### src/rtl/fetch_pkg.sv
// Shared types and constants for the instruction-fetch stage.
package fetch_pkg;

    localparam logic [31:0] NOP_INSTR        = 32'h0000_0013;
    localparam logic [63:0] DEFAULT_RESET_PC = 64'h0000_0000_8000_0000;

    typedef struct packed {
        logic [63:0] pc;
        logic [31:0] instr;
    } fetch_entry_t;

    function automatic logic [63:0] word_align(input logic [63:0] addr);
        return {addr[63:2], 2'b00};
    endfunction

endpackage

### src/rtl/fetch_unit_if.sv
// Bundles the fetch stage's memory, decode and redirect signals.
interface fetch_unit_if;

    logic        imem_o_req_valid;
    logic        imem_i_req_ready;
    logic [63:0] imem_o_req_addr;
    logic        imem_i_rsp_valid;
    logic [31:0] imem_i_rsp_data;
    logic        fetch_o_valid;
    logic [31:0] fetch_o_instr;
    logic [63:0] fetch_o_pc;
    logic        decode_i_ready;
    logic        execute_i_redirect;
    logic [63:0] execute_i_redirect_pc;

    modport master (
        output imem_o_req_valid, imem_o_req_addr,
        output fetch_o_valid, fetch_o_instr, fetch_o_pc,
        input  imem_i_req_ready, imem_i_rsp_valid, imem_i_rsp_data,
        input  decode_i_ready, execute_i_redirect, execute_i_redirect_pc
    );

    modport slave (
        input  imem_o_req_valid, imem_o_req_addr,
        input  fetch_o_valid, fetch_o_instr, fetch_o_pc,
        output imem_i_req_ready, imem_i_rsp_valid, imem_i_rsp_data,
        output decode_i_ready, execute_i_redirect, execute_i_redirect_pc
    );

endinterface

### src/rtl/fetch_fifo.sv
// Small circular FIFO of fetch entries with flush; head reads as a NOP at pc 0 when empty.
module fetch_fifo
    import fetch_pkg::*;
#(
    parameter int  DEPTH = 2,
    localparam int CW    = $clog2(DEPTH + 1)
) (
    input  logic          clk,
    input  logic          rst,
    input  logic          push,
    input  fetch_entry_t  push_entry,
    input  logic          pop,
    input  logic          flush,
    output logic          full,
    output logic          empty,
    output fetch_entry_t  head,
    output logic [CW-1:0] count
);

    localparam int PW = (DEPTH > 1) ? $clog2(DEPTH) : 1;

    fetch_entry_t   mem [DEPTH];
    logic [PW-1:0]  rd_ptr_reg, wr_ptr_reg;
    logic [CW-1:0]  count_reg;
    logic           do_push, do_pop;

    function automatic logic [PW-1:0] next_ptr(input logic [PW-1:0] p);
        return (p == PW'(DEPTH - 1)) ? '0 : p + PW'(1);
    endfunction

    assign empty   = (count_reg == '0);
    assign full    = (count_reg == CW'(DEPTH));
    assign count   = count_reg;
    assign do_pop  = pop && !flush && !empty;
    // A push into a full FIFO is legal only when the head leaves in the same cycle.
    assign do_push = push && !flush && (!full || do_pop);
    assign head    = empty ? '{pc: 64'd0, instr: NOP_INSTR} : mem[rd_ptr_reg];

    always_ff @(posedge clk) begin
        if (!rst || flush) begin
            rd_ptr_reg <= '0;
            wr_ptr_reg <= '0;
            count_reg  <= '0;
        end else begin
            if (do_push) wr_ptr_reg <= next_ptr(wr_ptr_reg);
            if (do_pop)  rd_ptr_reg <= next_ptr(rd_ptr_reg);
            count_reg <= count_reg + CW'(do_push) - CW'(do_pop);
        end
    end

    always_ff @(posedge clk) begin
        if (do_push) mem[wr_ptr_reg] <= push_entry;
    end

endmodule

### src/rtl/fetch_unit.sv
// Instruction fetch: PC, request throttling, response tagging and redirect drop control.
module fetch_unit
    import fetch_pkg::*;
#(
    parameter logic [63:0] RESET_PC  = DEFAULT_RESET_PC,
    parameter int          BUF_DEPTH = 2
) (
    input  logic         clk,
    input  logic         rst,
    fetch_unit_if.master bus
);

    localparam int            CW  = $clog2(BUF_DEPTH + 1);
    localparam logic [CW:0]   CAP = (CW + 1)'(BUF_DEPTH);

    logic [63:0]   pc_reg, pc_next;
    logic [CW-1:0] inflight_reg, inflight_next;
    logic [CW-1:0] drop_reg, drop_next;
    logic [CW-1:0] buf_count, pcq_count;
    logic [CW:0]   occupancy;
    logic          redirect, req_fire, rsp_take, buf_push, buf_pop;
    logic          buf_full, buf_empty, pcq_full, pcq_empty;
    fetch_entry_t  buf_head, pcq_head, rsp_entry, req_entry;
    logic          unused_ok;

    assign redirect  = bus.execute_i_redirect;
    assign occupancy = {1'b0, buf_count} + {1'b0, inflight_reg};

    assign bus.imem_o_req_valid = rst && !redirect && (occupancy < CAP);
    assign bus.imem_o_req_addr  = pc_reg;

    assign req_fire = bus.imem_o_req_valid && bus.imem_i_req_ready;
    // Responses with nothing outstanding are protocol violations and are ignored.
    assign rsp_take = bus.imem_i_rsp_valid && (inflight_reg != '0);
    assign buf_push = rsp_take && (drop_reg == '0) && !redirect;
    assign buf_pop  = bus.fetch_o_valid && bus.decode_i_ready;

    assign req_entry = '{pc: pc_reg, instr: 32'd0};
    assign rsp_entry = '{pc: pcq_head.pc, instr: bus.imem_i_rsp_data};

    always_comb begin
        pc_next       = pc_reg;
        inflight_next = inflight_reg + CW'(req_fire) - CW'(rsp_take);
        drop_next     = drop_reg;
        if (redirect) begin
            pc_next   = word_align(bus.execute_i_redirect_pc);
            drop_next = inflight_reg - CW'(rsp_take);
        end else begin
            if (req_fire) pc_next = pc_reg + 64'd4;
            if (rsp_take && (drop_reg != '0)) drop_next = drop_reg - CW'(1);
        end
    end

    always_ff @(posedge clk) begin
        if (!rst) begin
            pc_reg       <= RESET_PC;
            inflight_reg <= '0;
            drop_reg     <= '0;
        end else begin
            pc_reg       <= pc_next;
            inflight_reg <= inflight_next;
            drop_reg     <= drop_next;
        end
    end

    fetch_fifo #(.DEPTH(BUF_DEPTH)) u_buf (
        .clk        (clk),
        .rst        (rst),
        .push       (buf_push),
        .push_entry (rsp_entry),
        .pop        (buf_pop),
        .flush      (redirect),
        .full       (buf_full),
        .empty      (buf_empty),
        .head       (buf_head),
        .count      (buf_count)
    );

    // Side-queue of request PCs; it survives redirects so late responses still pop their tag.
    fetch_fifo #(.DEPTH(BUF_DEPTH)) u_pcq (
        .clk        (clk),
        .rst        (rst),
        .push       (req_fire),
        .push_entry (req_entry),
        .pop        (rsp_take),
        .flush      (1'b0),
        .full       (pcq_full),
        .empty      (pcq_empty),
        .head       (pcq_head),
        .count      (pcq_count)
    );

    assign bus.fetch_o_valid = (buf_count != '0);
    assign bus.fetch_o_instr = buf_head.instr;
    assign bus.fetch_o_pc    = buf_head.pc;

    assign unused_ok = ^{buf_full, buf_empty, pcq_full, pcq_empty, pcq_count, pcq_head.instr};

    a_rsp_has_request: assert property (
        @(posedge clk) disable iff (!rst) bus.imem_i_rsp_valid |-> (inflight_reg != '0)
    );

endmodule

### src/flat_wrapper.sv
// flat-port wrapper written by rule: the top's interface ports become plain ports
module fetch_unit_flat import fetch_pkg::*;
#(
    parameter logic [63:0] RESET_PC  = DEFAULT_RESET_PC,
    parameter int          BUF_DEPTH = 2
)
  (clk, rst, bus_imem_o_req_valid, bus_imem_o_req_addr, bus_fetch_o_valid, bus_fetch_o_instr, bus_fetch_o_pc, bus_imem_i_req_ready, bus_imem_i_rsp_valid, bus_imem_i_rsp_data, bus_decode_i_ready, bus_execute_i_redirect, bus_execute_i_redirect_pc);
  fetch_unit_if bus_i ();
  input  logic clk;
  input  logic rst;
  output wire logic [$bits(bus_i.imem_o_req_valid)-1:0] bus_imem_o_req_valid;
  output wire logic [$bits(bus_i.imem_o_req_addr)-1:0] bus_imem_o_req_addr;
  output wire logic [$bits(bus_i.fetch_o_valid)-1:0] bus_fetch_o_valid;
  output wire logic [$bits(bus_i.fetch_o_instr)-1:0] bus_fetch_o_instr;
  output wire logic [$bits(bus_i.fetch_o_pc)-1:0] bus_fetch_o_pc;
  input wire logic [$bits(bus_i.imem_i_req_ready)-1:0] bus_imem_i_req_ready;
  input wire logic [$bits(bus_i.imem_i_rsp_valid)-1:0] bus_imem_i_rsp_valid;
  input wire logic [$bits(bus_i.imem_i_rsp_data)-1:0] bus_imem_i_rsp_data;
  input wire logic [$bits(bus_i.decode_i_ready)-1:0] bus_decode_i_ready;
  input wire logic [$bits(bus_i.execute_i_redirect)-1:0] bus_execute_i_redirect;
  input wire logic [$bits(bus_i.execute_i_redirect_pc)-1:0] bus_execute_i_redirect_pc;
  assign bus_imem_o_req_valid = bus_i.imem_o_req_valid;
  assign bus_imem_o_req_addr = bus_i.imem_o_req_addr;
  assign bus_fetch_o_valid = bus_i.fetch_o_valid;
  assign bus_fetch_o_instr = bus_i.fetch_o_instr;
  assign bus_fetch_o_pc = bus_i.fetch_o_pc;
  assign bus_i.imem_i_req_ready = bus_imem_i_req_ready;
  assign bus_i.imem_i_rsp_valid = bus_imem_i_rsp_valid;
  assign bus_i.imem_i_rsp_data = bus_imem_i_rsp_data;
  assign bus_i.decode_i_ready = bus_decode_i_ready;
  assign bus_i.execute_i_redirect = bus_execute_i_redirect;
  assign bus_i.execute_i_redirect_pc = bus_execute_i_redirect_pc;
  fetch_unit #(.RESET_PC(RESET_PC), .BUF_DEPTH(BUF_DEPTH)) u_core (.clk(clk), .rst(rst), .bus(bus_i));
endmodule
### config.mk
export PLATFORM = sky130hd
export DESIGN_NAME = fetch_unit_flat
export DESIGN_NICKNAME = d
export VERILOG_FILES = /design/src/rtl/fetch_pkg.sv /design/src/rtl/fetch_unit_if.sv /design/src/rtl/fetch_fifo.sv /design/src/rtl/fetch_unit.sv /design/src/flat_wrapper.sv
export SDC_FILE = /design/constraint.sdc
export NUM_CORES = 1
export LEC_CHECK = 0
export CAP_MARGIN = 30
export CORE_UTILIZATION = 50
export CTS_CLUSTER_DIAMETER = 40
export DETAILED_ROUTE_END_ITERATION = 12
export GPL_TIMING_DRIVEN = 0
export PLACE_DENSITY_LB_ADDON = 0.08
export SYNTH_ARGS = -nofsm -noshare
export SYNTH_HDL_FRONTEND = slang
export SYNTH_SLANG_ARGS = --single-unit
export TNS_END_PERCENT = 20
### constraint.sdc
create_clock -name clk -period 19.5 [get_ports clk]
set_input_delay 5.85 -clock clk [delete_from_list [all_inputs] [get_ports clk]]
set_output_delay 5.85 -clock clk [all_outputs]
set_load 0.01 [all_outputs]
==> results of run 1 <==
==> routing by layer <==
metal | wire [um] | track usage (%)
met3 | 4150 | 5.03
met1 | 19700 | 37.5
met5 | 0 | 0
met4 | 1480 | 9.85
met2 | 21300 | 43.8
==> final cells by class <==
cell class                 count  area (um^2)  area share [%]
sequential                   388        10900            50.2
multi-input combinational    850         5410            24.9
timing repair buffer         264         2730            12.6
clock buffer                  67         1420            6.54
tap                          442          553            2.55
buffer                        89          407            1.88
clock inverter                27          215           0.992
inverter                      15         56.3           0.260
==> cells in the final DEF (no fill, tap or decap), types with 7 or more instances in the layout <==
cell type	instances
edfxtp_1	312
clkdlybuf4s50_1	255
nor2_1	196
mux2i_1	158
nand2_1	92
dfxtp_1	76
clkbuf_1	53
clkbuf_16	53
nand3_1	43
a21oi_1	43
o21ai_0	32
nand4_1	30
nor3_1	24
and3_1	23
buf_1	20
a31oi_1	15
nor4_1	15
buf_2	14
inv_1	13
xnor2_1	12
or3_1	10
or4_1	10
and2_1	9
buf_4	9
clkinv_2	9
a22oi_1	8
and4_1	8
o211ai_1	8
inv_6	8
o22ai_1	7
clkinvlp_4	7
==> cells by family after synthesis <==
| group | Yosys count |
|---|---|
| AO/OA/AOI/OAI | 177 |
| XOR/XNOR | 18 |
| adder cells (fa/ha/maj) | 7 |
| buffers and inverters | 104 |
| flip-flops | 388 |
| multiplexers | 162 |
| other | 1 |
| AND/OR/NAND/NOR | 482 |
==> per-stage QoR <==
step                      util [%]  worst slack (ns)  area (um^2)
after floorplan                  -              7.16        16700
after global placement        60.7              4.78        19800
after detailed placement      61.3              5.91        20100
after CTS                     66.3              5.89        21700
after global routing          66.3              5.86        21700
final                         66.3              5.86        21700
==> power groups by stage <==
stage	clock (uW)	combinational (uW)	sequential, uW
4_1_cts	892	205	971
3_5_place_dp	0	204	988
3_3_place_gp	0	193	995
6_report	886	205	972
5_1_grt	929	221	976
2_1_floorplan	0	98.6	986
==> worst register-to-register path: stages (launching register included) <==
cell and delay, ns:
dfxtp_1 0.33, and2_1 0.17, fa_1 0.49, nor4b_4 0.77, nand2_2 0.29, clkbuf_1 0.36
a31oi_1 0.37, nor2b_4 0.58, buf_12 0.29
==> worst min path at each step <==
stage                                          to  slack (ns)  cells after the start
after floorplan                              flop        0.47                      2
after global placement    u_core.u_buf.rd_ptr_reg        0.49                      2
after detailed placement  u_core.u_buf.rd_ptr_reg        0.50                      2
after CTS                                    flop        0.52                      2
after global routing      u_core.u_buf.rd_ptr_reg        0.54                      2
final                                        flop        0.52                      2
==> results.ini, run 1 <==
[power]
p_sw_uw=502
combPwrFrac_pct=9.9
internal_power_uw=1560
clkPwrFrac_pct=43.0
power_density_mw_per_mm2=95.1
power_leakage_uw=0.00702
ir_drop_v=0.0000823
power_uw=2060
seq_power_share_pct=47.1
switching_share_pct=24.3

[clock_tree]
post_cts_buffers=0
clk_latency_ns=0.57
htreeDepth=2
clock_sinks=388
hold_buffers=0
post_cts_resized=0
numCtsBuffers=50
cts_max_path_buffers=3
cts_root_buf=clkbuf_16
cts_tree=yes
clk_pin_slew_ns=0.05

[sta]
fin_skew_ns=0.0262
grt_setup_unrepaired=false
fmax_ghz=0.0733
finalSetupViolCount=0
min_period_ns=13.64
holdWs_ns=0.518
hold_viol=0
slew_viol_final=0
worst_pin_slew_ns=0.940
setup_tns_ns=0
final.period_utilization_pct=70.0
slew_headroom_pct=37.3

[synth]
ys_seq_area_share_pct=65.1
muxShareOfSynthArea_pct=9.72
syn_inst=1339
syn_area_per_cell_um2=12.5
yosysWarnings=0
synth.most_common_cell=edfxtp_1
synth_compound_area_share_pct=7.12
netlist_area_mm2=0.0167
synth_edf_count=312
ys_types=74
synth-main-ff-cell=edfxtp_1
ys_ff_latch=388
synth_fa_ha_area_share_pct=0.568
synthSimpleGateAreaFrac_pct=13.8
synth-async-reset-ratio_pct=0
synthTopCellsByArea=edfxtp_1, mux2i_1, dfxtp_1
synth_xor_area_share_pct=0.942
synth_top_area_cell=edfxtp_1
synthTopCellsByCount=edfxtp_1, nor2_1, mux2i_1, nand2_1, dfxtp_1
synth_top_family_by_area=simple AND/OR/NAND/NOR gates
synth_top_area_share_pct=56.0

[finish]
top_register=u_core.u_buf.mem
area.growth.synth_to_final_pct=29.6
fin_nets=1767
largest_reg_flops=188
layout.cells.non_filler=2142
fillers=2525
n_antenna_cell=0
drive_gt1_share_pct=7.76

[min_path]
hold_class=flop to flop
hold_start=u_core.u_pcq.rd_ptr_reg

[drt]
via_count=12300
drc=0
routed_via_density=5.75
drtPass1Iterations=5
wire_per_inst_um=21.7
routed_wl_um=46600
drtIter0Drc=1139
final_antenna_net_count=0

[die]
die_y_um=185
top_level_ports=264
dieWidth_um=185
core_area_mm2=0.0327
dieArea_mm2=0.0342
start_util_pct=51.2
num_rows=66

[critical_path]
r2r_setup_slack_ns=15.53
crit_path_cell_trace=clkdlybuf4s50_1 -> nor4b_4 -> clkdlybuf4s50_1
cp.required_ns=13.65
path_depth=3
worstSetupStartpoint=rst
worstSetupEndpoint=bus_imem_o_req_valid
r2r-end=u_core.u_pcq.mem[0][30]
r2r-start=u_core.u_buf.count[0]
reg2reg_depth=8
critical_path.max_stage_delay_ns=0.72
crit_type=input pin to output pin
critPathBufInv=2
start_kind=input pin
critPathCaptureType=output pin
cp.arrival_ns=7.79
cpLargestDelayFamily=buffers and inverters
critPathSlowestCell=nor4b_4
path_max_fanout=9
cpMostUsedCell=clkdlybuf4s50_1

[placement]
io_buffers=255
place_congestion=0.949
dp.final_hpwl_um=32200
dp_cells=2048

[global_route]
grt_pass1_vias=11900
antenna_found_initial=0
grt-ovfl-total=0
grt_pass1_wl_um=69800
grt_max_degree=61
grt.total_usage_pct=27.4

[outcome]
outcome=finished clean

[job]
cap_violations=0

No activity file was read; power rests on OpenSTA's default activity.
==> run 2, diff against run 1 <==
CORE_UTILIZATION = 49   (was 50)
clock period = 11.9 ns   (was 19.5 ns; I/O delays follow)
==> run 2 against run 1 <==
Effect of this change: final cell count about the same; sequential share of layout area about the same; non-clock buffer count unchanged; setup slack worse by 3.1 ns; first-iteration DRC count down 11%; total power up 64%; critical path depth unchanged; highest routed layer is now met5; clock skew up 0.010 ns; critical endpoint unchanged.
==> results.ini, run 2 (synthesis gave the netlist of run 1 again) <==
[global_route]
grt-ovfl-total=0
grt.total_usage_pct=26.3
grt_pass1_wl_um=69500
antenna_found_initial=1
grt_max_degree=63
grt_pass1_vias=11900

[finish]
n_antenna_cell=0
drive_gt1_share_pct=7.49
largest_reg_flops=188
area.growth.synth_to_final_pct=29.6
top_register=u_core.u_buf.mem
layout_commonest_cell=edfxtp_1
fillers=2615
fin_nets=1766
multi_input_area_mm2=0.00541
final-seq-area_mm2=0.0109
final_cell_mix=edfxtp_1, clkdlybuf4s50_1, nor2_1, mux2i_1, nand2_1

[drt]
final_antenna_net_count=0
routed_wl_um=46600
drc=0
drtIter0Drc=1015
wire_per_inst_um=21.8
drtPass1Iterations=5
routed_via_density=5.73
via_count=12300

[placement]
dp_slack_ns=2.83
dp.final_hpwl_um=32200
place_congestion=0.948
io_buffers=255

[clock_tree]
cts_root_buf=clkbuf_16
htreeDepth=2
post_cts_resized=0
clock_sinks=388
post_cts_buffers=0
clk_pin_slew_ns=0.06
cts_max_path_buffers=3
cts_tree=yes
hold_buffers=0
clk_latency_ns=0.56
numCtsBuffers=49

[outcome]
outcome=finished clean

[critical_path]
start_kind=input pin
cp.arrival_ns=5.58
cp.required_ns=8.33
critPathCaptureType=output pin
r2r_setup_slack_ns=7.82
crit_type=input pin to output pin
path_max_fanout=9

[die]
top_level_ports=264
num_rows=67
dieArea_mm2=0.0349
start_util_pct=49.9
dieWidth_um=187
die_y_um=187
core_area_mm2=0.0335

[sta]
worst_pin_slew_ns=0.958
slew_headroom_pct=36.1
finalSetupViolCount=0
fmax_ghz=0.109
setup_slack_ns=2.75
hold_viol=0
grt_setup_unrepaired=false
final.period_utilization_pct=76.9
min_period_ns=9.15
slew_viol_final=0
fin_skew_ns=0.0366
setup_tns_ns=0

[power]
ir_drop_v=0.000133
power_density_mw_per_mm2=156
power_leakage_uw=0.00703

[min_path]
hold_class=flop to flop

[job]
cap_violations=0

## run 2: cell types whose count changed in the layout (fill, tap and decap cells not counted), sizes merged
cell	delta
clkinv	+1
clkinvlp	-3
clkbuf	-8
bufinv	+4
inv	+1
## run 2: metal layers
layer	up-vias	global-route usage [%]	wire length (um)
li1	5680	-	-
met1	5906	35.0	19400
met2	593	42.7	21700
met3	97	5.66	4200
met4	2	8.86	1310
met5	-	0	13
## run 2: per-stage QoR
stage | utilization (%) | cells | power, uW | hold slack, ns | cell area, um^2
detailed placement | 59.8 | 2054 | 1950 | 0.485 | 20100
finish | 64.7 | 2143 | 3390 | 0.510 | 21700
global placement | 59.2 | 2045 | 1950 | 0.460 | 19900
global route | 64.7 | 2143 | 3500 | 0.512 | 21700
floorplan | - | 1342 | 1780 | 0.472 | 16700
CTS | 64.7 | 2143 | 3410 | 0.502 | 21700
## run 2: path summary, 6_finish.rpt
| kind | start | end | cells after the start |
|---|---|---|---|
| worst max-delay path | rst | bus_imem_o_req_valid | 3 |
| worst min-delay path | u_core.bus.imem_o_req_addr[15] | u_core.u_pcq.mem[0][15] | 0 |
| worst max register to register | u_core.u_buf.count[0] | u_core.u_pcq.mem[0][60] | 8 |
| worst min register to register | u_core.bus.imem_o_req_addr[15] | u_core.u_pcq.mem[0][15] | 0 |
## run 2: cell type report
type	count	share of cell area (%)
flip-flops and latches	388	50.2
multi-input cells	850	24.9
repair buffers	264	12.6
clock buffers	59	5.87
well taps	448	2.58
plain buffers	89	1.87
clock inverters	30	1.62
inverters	15	0.260
## run 2: worst max-delay path, cell delays in order
cell	delay, ns
clkdlybuf4s50_1	0.57
nor4b_4	0.75
clkdlybuf4s50_1	0.68
## run 2: power by group
group          internal (uW)  switching, uW  total, uW
sequential              1540           51.3       1590
combinational            147            190        337
clock                    887            574       1460
